## src/rtl/br_predictor.sv

```systemverilog
// rtl/br_predictor.sv - dual-slot direct-mapped BTB branch predictor with 2-bit counters
//
// Purpose: predicts taken/next-PC for the two instructions of a fetch packet
// (slot a = IF_pc, slot b = IF_pc+4) one cycle after the fetch PC is presented,
// and is trained by the EX-stage branch unit.
//
// Ports:
//   clk, rst                 clock, synchronous active-high reset
//   IF_pc, IF_valid, IF_stall fetch packet PC, valid, hold outputs
//   PD_br_pd_a/b             slot taken predictions (registered)
//   PD_pc_pd_a/b             slot predicted next PCs (registered)
//   PD_pd_type_a/b           slot BTB types, 00 on miss (registered)
//   PD_valid                 outputs belong to a valid fetch
//   EX_pc_of_br, EX_pd_type, EX_br_target, EX_br_jump   training inputs
//   stat_upd_cnt, stat_miss_cnt   statistics (only with BP_STAT_EN)
//
// Optional feature macro: BP_STAT_EN adds the update/miss statistics counters.

module br_predictor #(
    parameter int         INDEX_W  = 6,
    parameter int         TAG_W    = 10,
    parameter logic [1:0] CTR_INIT = 2'b10
) (
    input  logic        clk,
    input  logic        rst,
    input  logic [31:0] IF_pc,
    input  logic        IF_valid,
    input  logic        IF_stall,
    output logic        PD_br_pd_a,
    output logic        PD_br_pd_b,
    output logic [31:0] PD_pc_pd_a,
    output logic [31:0] PD_pc_pd_b,
    output logic [1:0]  PD_pd_type_a,
    output logic [1:0]  PD_pd_type_b,
    output logic        PD_valid,
    input  logic [31:0] EX_pc_of_br,
    input  logic [1:0]  EX_pd_type,
    input  logic [31:0] EX_br_target,
    input  logic        EX_br_jump
`ifdef BP_STAT_EN
    ,
    output logic [31:0] stat_upd_cnt,
    output logic [31:0] stat_miss_cnt
`endif
);

    localparam int DEPTH = 1 << INDEX_W;
    localparam int TAG_LO = INDEX_W + 2;
    localparam int TAG_HI = INDEX_W + TAG_W + 1;

    // BTB storage: valid bits are resettable, the payload arrays are not.
    logic [DEPTH-1:0] r_valid;
    logic [TAG_W-1:0] r_tag    [DEPTH];
    logic [31:0]      r_target [DEPTH];
    logic [1:0]       r_type   [DEPTH];
    logic [1:0]       r_ctr    [DEPTH];

    // ---------------- read ports ----------------
    logic [31:0]        w_pc_b;
    logic [INDEX_W-1:0] w_idx_a, w_idx_b;
    logic [TAG_W-1:0]   w_tag_a, w_tag_b;
    logic               w_hit_a, w_hit_b;
    logic               w_taken_a, w_taken_b;
    logic [31:0]        w_npc_a, w_npc_b;
    logic [1:0]         w_type_a, w_type_b;

    assign w_pc_b  = IF_pc + 32'd4;
    assign w_idx_a = IF_pc[INDEX_W+1:2];
    assign w_idx_b = w_pc_b[INDEX_W+1:2];
    assign w_tag_a = IF_pc[TAG_HI:TAG_LO];
    assign w_tag_b = w_pc_b[TAG_HI:TAG_LO];

    assign w_hit_a   = r_valid[w_idx_a] && (r_tag[w_idx_a] == w_tag_a);
    assign w_hit_b   = r_valid[w_idx_b] && (r_tag[w_idx_b] == w_tag_b);
    // Unconditional types always predict taken; conditionals follow ctr MSB.
    assign w_taken_a = w_hit_a && ((r_type[w_idx_a] != 2'b01) || r_ctr[w_idx_a][1]);
    assign w_taken_b = w_hit_b && ((r_type[w_idx_b] != 2'b01) || r_ctr[w_idx_b][1]);

    assign w_npc_a  = w_taken_a ? r_target[w_idx_a] : w_pc_b;
    assign w_type_a = w_hit_a ? r_type[w_idx_a] : 2'b00;

    // A taken slot a redirects the packet, so slot b is squashed.
    assign w_npc_b  = (w_taken_b && !w_taken_a) ? r_target[w_idx_b] : (IF_pc + 32'd8);
    assign w_type_b = (w_hit_b && !w_taken_a) ? r_type[w_idx_b] : 2'b00;

    // ---------------- write port ----------------
    logic [INDEX_W-1:0] w_ex_idx;
    logic [TAG_W-1:0]   w_ex_tag;
    logic               w_ex_hit;
    logic               w_upd;
    logic [1:0]         w_ctr_old;
    logic [1:0]         w_ctr_next;

    assign w_ex_idx  = EX_pc_of_br[INDEX_W+1:2];
    assign w_ex_tag  = EX_pc_of_br[TAG_HI:TAG_LO];
    assign w_ex_hit  = r_valid[w_ex_idx] && (r_tag[w_ex_idx] == w_ex_tag);
    assign w_upd     = (EX_pd_type != 2'b00);
    assign w_ctr_old = r_ctr[w_ex_idx];

    always_comb begin
        w_ctr_next = w_ctr_old;
        if (EX_br_jump && (w_ctr_old != 2'b11)) begin
            w_ctr_next = w_ctr_old + 2'b01;
        end else if (!EX_br_jump && (w_ctr_old != 2'b00)) begin
            w_ctr_next = w_ctr_old - 2'b01;
        end
    end

    // Payload arrays: written on a hit, or on an allocating (taken) miss.
    always_ff @(posedge clk) begin
        if (!rst && w_upd && (w_ex_hit || EX_br_jump)) begin
            r_target[w_ex_idx] <= EX_br_target;
            r_type[w_ex_idx]   <= EX_pd_type;
            if (w_ex_hit) begin
                r_ctr[w_ex_idx] <= (EX_pd_type == 2'b01) ? w_ctr_next : 2'b11;
            end else begin
                r_tag[w_ex_idx] <= w_ex_tag;
                r_ctr[w_ex_idx] <= (EX_pd_type == 2'b01) ? CTR_INIT : 2'b11;
            end
        end
    end

    // Valid bits and registered prediction outputs.
    always_ff @(posedge clk) begin
        if (rst) begin
            r_valid      <= '0;
            PD_valid     <= 1'b0;
            PD_br_pd_a   <= 1'b0;
            PD_br_pd_b   <= 1'b0;
            PD_pd_type_a <= 2'b00;
            PD_pd_type_b <= 2'b00;
            PD_pc_pd_a   <= 32'd0;
            PD_pc_pd_b   <= 32'd0;
        end else begin
            if (w_upd && !w_ex_hit && EX_br_jump) begin
                r_valid[w_ex_idx] <= 1'b1;
            end
            if (!IF_stall) begin
                if (IF_valid) begin
                    PD_valid     <= 1'b1;
                    PD_br_pd_a   <= w_taken_a;
                    PD_br_pd_b   <= w_taken_b && !w_taken_a;
                    PD_pd_type_a <= w_type_a;
                    PD_pd_type_b <= w_type_b;
                    PD_pc_pd_a   <= w_npc_a;
                    PD_pc_pd_b   <= w_npc_b;
                end else begin
                    // Next-PC fields are meaningless without a valid fetch; they hold.
                    PD_valid     <= 1'b0;
                    PD_br_pd_a   <= 1'b0;
                    PD_br_pd_b   <= 1'b0;
                    PD_pd_type_a <= 2'b00;
                    PD_pd_type_b <= 2'b00;
                end
            end
        end
    end

`ifdef BP_STAT_EN
    // A correct prediction needs a hit, the right direction and, if taken,
    // the right target.
    logic w_ex_pred_taken;
    logic w_ex_correct;

    assign w_ex_pred_taken = (r_type[w_ex_idx] != 2'b01) || w_ctr_old[1];
    assign w_ex_correct    = w_ex_hit && (w_ex_pred_taken == EX_br_jump) &&
                             (!EX_br_jump || (r_target[w_ex_idx] == EX_br_target));

    always_ff @(posedge clk) begin
        if (rst) begin
            stat_upd_cnt  <= 32'd0;
            stat_miss_cnt <= 32'd0;
        end else if (w_upd) begin
            stat_upd_cnt <= stat_upd_cnt + 32'd1;
            if (!w_ex_correct) begin
                stat_miss_cnt <= stat_miss_cnt + 32'd1;
            end
        end
    end
`endif

    // PC bits outside the index/tag fields do not take part in lookup.
    logic w_unused_bits;
    assign w_unused_bits = ^{IF_pc[1:0], IF_pc[31:TAG_HI+1],
                             w_pc_b[1:0], w_pc_b[31:TAG_HI+1],
                             EX_pc_of_br[1:0], EX_pc_of_br[31:TAG_HI+1]};

endmodule

```

## config.mk

```make
export PLATFORM = sky130hd
export DESIGN_NAME = br_predictor
export DESIGN_NICKNAME = d
export VERILOG_FILES = /design/src/rtl/br_predictor.sv
export SDC_FILE = /design/constraint.sdc
export NUM_CORES = 2
export LEC_CHECK = 0
export CAP_MARGIN = 10
export CELL_PAD_IN_SITES_DETAIL_PLACEMENT = 2
export CELL_PAD_IN_SITES_GLOBAL_PLACEMENT = 2
export CORE_MARGIN = 2
export CORE_UTILIZATION = 54
export DETAILED_ROUTE_END_ITERATION = 8
export DONT_BUFFER_PORTS = 1
export GPL_TIMING_DRIVEN = 0
export MAX_ROUTING_LAYER = met4
export PLACE_DENSITY = 0.9
export SLEW_MARGIN = 40
export SYNTH_ARGS = -nofsm -noshare
export SYNTH_HDL_FRONTEND = slang
export SYNTH_SLANG_ARGS = --single-unit
```

## constraint.sdc

```tcl
create_clock -name clk -period 15.7 [get_ports clk]
set_clock_uncertainty 0.1 [all_clocks]
set_input_delay 1.57 -clock clk [delete_from_list [all_inputs] [get_ports clk]]
set_output_delay 1.57 -clock clk [all_outputs]
set_load 0.01 [all_outputs]
```

==> results of run 1 <==
## metrics by stage
stage	hold slack, ns	worst slack, ns	cells
floorplan	0.349	8.99	8137
global placement	0.365	-0.102	11861
## cells by family after synthesis
logic type	Yosys count
fa+ha+maj	4
buf+inv	797
simple gates	958
flops	3079
mux	2196
compound gates	1026
xor+xnor	77
==> results.txt, run 1 <==
The mux share of post-synthesis cell area is around 28%. Among all flip-flop cells after synthesis, the most frequent one is sky130_fd_sc_hd__edfxtp_1. The count of distinct cell types in the synthesized netlist came out at 100. During synthesis, Yosys emitted a total of 0 warnings.

The first error in the log reads "[ERROR DPL-0033] detailed placement checks failed during check placement". The number of standard cells after synthesis came out at 8,137. The flop and latch count out of synthesis is between 3,000 and 4,000.

The sequential fraction of the synthesis area came out at between 60% and 70%. The final RePlAce weighted congestion came out at 1.17. The initial utilization of the core area, before any placement, comes to 54.2%. The complex-gate fraction of the synthesized area is under 10%. The floorplan has around 190 rows.

The netlist area before placement came out at 151,000 sq um. The die is 533 microns wide. The vertical extent of the die is approximately 530 microns. The stage where the run came to a stop is detailed placement (3_5_place_dp). The number of synthesized flops with an enable pin came out at approximately 3,000.

The half-perimeter wire length after placement is ~800 mm. The proportion of register bits with asynchronous set or reset after synthesis came out at 0%. The share of the synthesized area in the top cell type is around three fifths.

After synthesis, the largest family of logic cells by area is multiplexers. The synthesized design spends more area on one cell type than any other, namely sky130_fd_sc_hd__edfxtp_1. The simple-gate portion of the synthesized area came out at under 10%. Yosys attributes the largest share of cell area to sky130_fd_sc_hd__edfxtp_1 58%, sky130_fd_sc_hd__mux4_2 24%, sky130_fd_sc_hd__mux2i_1 3.0%. The average footprint of a synthesized cell is approximately 19 sq um. Pin placement for this block handled approximately 170 I/O pins. Synthesis produced a netlist with a net count of about 8,200.

Of the total synthesized cell area, the portion taken by XOR and XNOR cells is 0.473%. Yosys instantiated no cell more often than sky130_fd_sc_hd__edfxtp_1. The flow did not finish. The number of buffer cells added on primary ports came out at 0.

By count the netlist is led by 2,944 x sky130_fd_sc_hd__edfxtp_1, 1,639 x sky130_fd_sc_hd__mux4_2, 452 x sky130_fd_sc_hd__mux2i_1. Summing the areas of all fa, ha and maj instances in the mapped netlist gives 0.0331% of the synthesized area.
==> run 2: changes to the inputs <==
==> config.mk (replaced) <==
export PLATFORM = sky130hd
export DESIGN_NAME = br_predictor
export DESIGN_NICKNAME = d
export VERILOG_FILES = /design/src/rtl/br_predictor.sv
export SDC_FILE = /design/constraint.sdc
export NUM_CORES = 2
export LEC_CHECK = 0
export CAP_MARGIN = 10
export CORE_MARGIN = 2
export CORE_UTILIZATION = 40
export DETAILED_ROUTE_END_ITERATION = 8
export DONT_BUFFER_PORTS = 1
export GPL_TIMING_DRIVEN = 0
export PLACE_DENSITY_LB_ADDON = 0.15
export SLEW_MARGIN = 40
export SYNTH_ARGS = -nofsm -noshare
export SYNTH_HDL_FRONTEND = slang
export SYNTH_SLANG_ARGS = --single-unit
==> run 2 against run 1 <==
Against the previous run: the flow now finishes without violations; area after synthesis unchanged; synthesized cell count is the same.
==> results.txt, run 2 <==
The flow ran to the end, and the final reports show no timing, DRC or antenna violations. The flop and latch count out of synthesis came out at 3,079 (unchanged). The kind of launch point of the worst setup path is an input pin. The signal on the critical path passes through clkbuf_2 -> buf_2 -> buf_2 -> buf_2 -> buf_2 -> o22ai_1 -> nor2b_2 -> a211oi_1 -> and3b_1 -> o22ai_1 -> o41ai_4 -> nand3_1 -> buf_2 -> nor2_4 -> buf_8 -> buf_8 -> buf_16. The number of synthesized flops with an enable pin was 2,944 (unchanged). The via count of the first global-routing pass came out at a little over 100k. The number of buffers and inverters on the critical path came out at 9. The sequential cell area came out at around 91,000 sq um.

The vertical extent of the die was 619 microns (+16%). The number of flip-flops under the largest register name is 2,048. STA classifies the critical path endpoint as a register. The worst slew margin relative to its limit came out at between 20% and 30%. After synthesis, the cell types taking the most area are sky130_fd_sc_hd__edfxtp_1 58%, sky130_fd_sc_hd__mux4_2 24%, sky130_fd_sc_hd__mux2i_1 3.0%. The final RePlAce weighted congestion came out at 1.06 (-9.3%). The die boundary width is 619 microns (+16%). After detailed routing, the average wire length per cell comes to between 60 and 70 microns. The number of hold-repair buffers added at the cts stage came out at 0.

The tree is rooted in a sky130_fd_sc_hd__clkbuf_16. Compared with the post-synthesis result, the final layout area differs by 20.3%. By count the netlist is led by 2,944 x sky130_fd_sc_hd__edfxtp_1, 1,639 x sky130_fd_sc_hd__mux4_2, 452 x sky130_fd_sc_hd__mux2i_1. In the layout the commonest cells are 2,944 x sky130_fd_sc_hd__edfxtp_1, 1,639 x sky130_fd_sc_hd__mux4_2, 430 x sky130_fd_sc_hd__mux2i_1. The average footprint of a synthesized cell is 18.6 sq um (unchanged). The total wirelength of the detailed-routed design came out at between 900 and 1000 mm. Of all nets on the critical path, the largest fanout is 12.

The kind of critical path is input pin to register. After clock tree synthesis, the clock-pin slew on the worst setup and hold paths is roughly 0.060 ns. The critical path's top delay family is buffers and inverters. The critical path capture point is r_target[13][5]$_DFFE_PP_.

Summing all placed instances gives a cell area of ~170,000 sq um. The total track usage came out at roughly half. At the pin with the least slew margin, the transition time is ~1.1 ns. Derived from the worst setup path, the maximum achievable clock frequency is slightly above 100 MHz.

The routed layout has approximately 110k vias. The total count of hold-check failures in the final report came out at 0. The number of routed nets with antenna violations came out at 0. The number of antenna violations at the first check in global routing came out at around 130. The floorplan step defined a die boundary enclosing roughly 380,000 sq um.

In the routed design, unresolved DRC markers number 0. The post-CTS resize count is 0. The half-perimeter wire length after placement came out at 690 mm (-14%). The largest register by flop count is r_target.

The synthesized netlist net count came out at 8,244 (unchanged). The tightest min-delay check is of the register to register type. The design draws slightly above 20 mW.

The source of the critical timing path is EX_pc_of_br[4]. The proportion of register bits with asynchronous set or reset after synthesis came out at 0% (unchanged). Cells with a size suffix above 1 make up around two fifths of the layout. In this run the critical register-to-register path is captured at r_target[13][5]$_DFFE_PP_.

The first-pass GRT wire length came out at between 1000 and 1500 mm. The power density over cell area came out at around 110 nW/um^2. The count of H-tree levels built during CTS came out at 5. The count of distinct cell types in the synthesized netlist was 100 (unchanged).

The share of the synthesized area in the top cell type is 58.5% (unchanged). Data on the critical path arrives at its endpoint at roughly 10 ns. sky130_fd_sc_hd__edfxtp_1 is the most common cell in the netlist.

The number of placement rows was 225 (+16%). The I/O pin count is 174 (unchanged). At the later pin of the worst-skew pair, clock insertion delay measures approximately 1 ns. The maximum root-to-sink buffer count is 4.

Of the available clock period, the critical path in the final layout requires roughly three fifths. The critical path's most frequent cell is sky130_fd_sc_hd__buf_2. Counting cells, the worst reg-to-reg path comes to 14. The required time at the worst-slack endpoint came out at between 15 and 20 ns. The area used by multi-input combinational logic came out at ~57,000 sq um. The highest cell delay on the worst timing path is 0.89 ns. Among all flip-flop cells after synthesis, the most frequent one is sky130_fd_sc_hd__edfxtp_1. In this run the critical register-to-register path is launched from r_tag[46][9]$_DFFE_PP_. The total number of nets in the final design is between 9,000 and 10,000. Leaving out fill and tap cells, the most frequent cell in the layout is sky130_fd_sc_hd__edfxtp_1. The detailed router's first-iteration violation count is roughly 22,000. TritonCTS built the clock tree. In the final layout, the registers with the most flip-flops are r_target (2048), r_tag (640). The synthesized design spends more area on one cell type than any other, namely sky130_fd_sc_hd__edfxtp_1.

Entering global routing, the biggest net connects just under 70 pins. The slowest library cell on the worst path is sky130_fd_sc_hd__buf_2. The number of buffer cells added on primary ports came out at 0 (unchanged). The routed design could run at a clock period as short as just under 10 ns. The number of setup buffers added after CTS is 0. The max-slew violation total from the final report is 0.

The total number of yosys warnings is 0 (unchanged). The worst reg-to-reg setup slack came out at between 8 and 9 ns. Setup repair after global routing left no endpoint under its margin. In this run the number of cells on the critical path is 17. The global route total overflow is 0.

The netlist area before placement came to 151,000 sq um (unchanged). The area of all placed cells without fillers is 182,000 sq um. The number of optimization iterations in the first detailed-route pass came out at 7. The mean number of vias per cell is roughly 7.7. The number of endpoints failing setup at the final stage is 0. The initial standard-cell utilization of the core is 40.2% (-14 points).

The core box area is 376,000 sq um. The cell leakage power came out at between 50 and 60 nW. The number of standard cells after synthesis came out at 8,137 (unchanged). The TritonCTS sink count came out at 3,079. The worst-case IR drop observed on VDD is ~95 uV. Max-cap violations in this run came to 0. The sequential fraction of the synthesis area came out at 60.3% (unchanged).

The number of buffers created by CTS came out at around 360. The fill cell instance count of the final layout is between 30,000 and 40,000.
## run 2: cell counts after synthesis
Identical to the previous run, type by type.
## run 2: cell families (layout without fill, tap and decap cells)
kind of cell,Yosys count,in the layout,synth area share (%)
buffers and inverters,797,2092,2.87
and+or+nand+nor,958,958,3.05
xor gates and xnor gates,77,77,0.473
DFF,3079,3079,60.3
muxes,2196,2196,28.3
AOI/OAI and AO/OA,1026,1026,5.05
adders and majority gates,4,4,0.0331
other,0,169,0
## run 2: stage by stage
step / hold slack (ns) / cells / utilization [%] / setup WS [ns] / setup TNS (ns)
3_3_place_gp: 0.371 / 13131 / 41.9 / -0.420 / -72.15
5_1_grt: 0.413 / 14521 / 48.3 / 6.62 / 0
2_1_floorplan: 0.349 / 8137 / - / 8.99 / 0
3_5_place_dp: 0.375 / 13765 / 45.2 / 5.67 / 0
4_1_cts: 0.385 / 14423 / 48.3 / 6.70 / 0
6_report: 0.389 / 14595 / 48.4 / 6.01 / 0
## run 2: worst min-delay path, stage by stage (launching register included)
cell and delay, ns:
sky130_fd_sc_hd__dfxtp_1 0.33, sky130_fd_sc_hd__inv_1 0.06, sky130_fd_sc_hd__o32ai_1 0.05
## run 2: worst min-delay path by stage
stage	start	to	slack [ns]	cells after the start
2_1_floorplan	r_valid[31]$_SDFFE_PP0P_	r_valid[31]$_SDFFE_PP0P_	0.35	2
3_3_place_gp	r_valid[12]$_SDFFE_PP0P_	r_valid[12]$_SDFFE_PP0P_	0.37	2
3_5_place_dp	r_valid[58]$_SDFFE_PP0P_	r_valid[58]$_SDFFE_PP0P_	0.37	2
4_1_cts	r_valid[58]$_SDFFE_PP0P_	r_valid[58]$_SDFFE_PP0P_	0.38	2
5_1_grt	r_valid[20]$_SDFFE_PP0P_	r_valid[20]$_SDFFE_PP0P_	0.41	2
6_report	r_valid[54]$_SDFFE_PP0P_	r_valid[54]$_SDFFE_PP0P_	0.39	2
## run 2: layout make-up
type                       count  area share [%]
sequential                  3079            50.1
multi-input combinational   4261            31.4
timing repair buffer         637            5.88
clock buffer                 450            5.24
tap                         4994            3.44
buffer                       732            2.51
clock inverter               208            1.05
antenna                      169           0.233
inverter                      65           0.136
## run 2: layer usage
metal | part of all wire (%) | global-route usage, %
met2 | 43 | 70.4
met1 | 31 | 53.8
met5 | 0.061 | 0.126
met3 | 13 | 16.8
met4 | 13 | 49.4
## run 2: where the power goes
part	internal, mW	switching [mW]
Clock	4.75	3.75
Sequential	9.03	0.0333
Combinational	0.946	2.15
Total	14.7	5.93
Note: power is estimated with default switching activity, not from simulation.
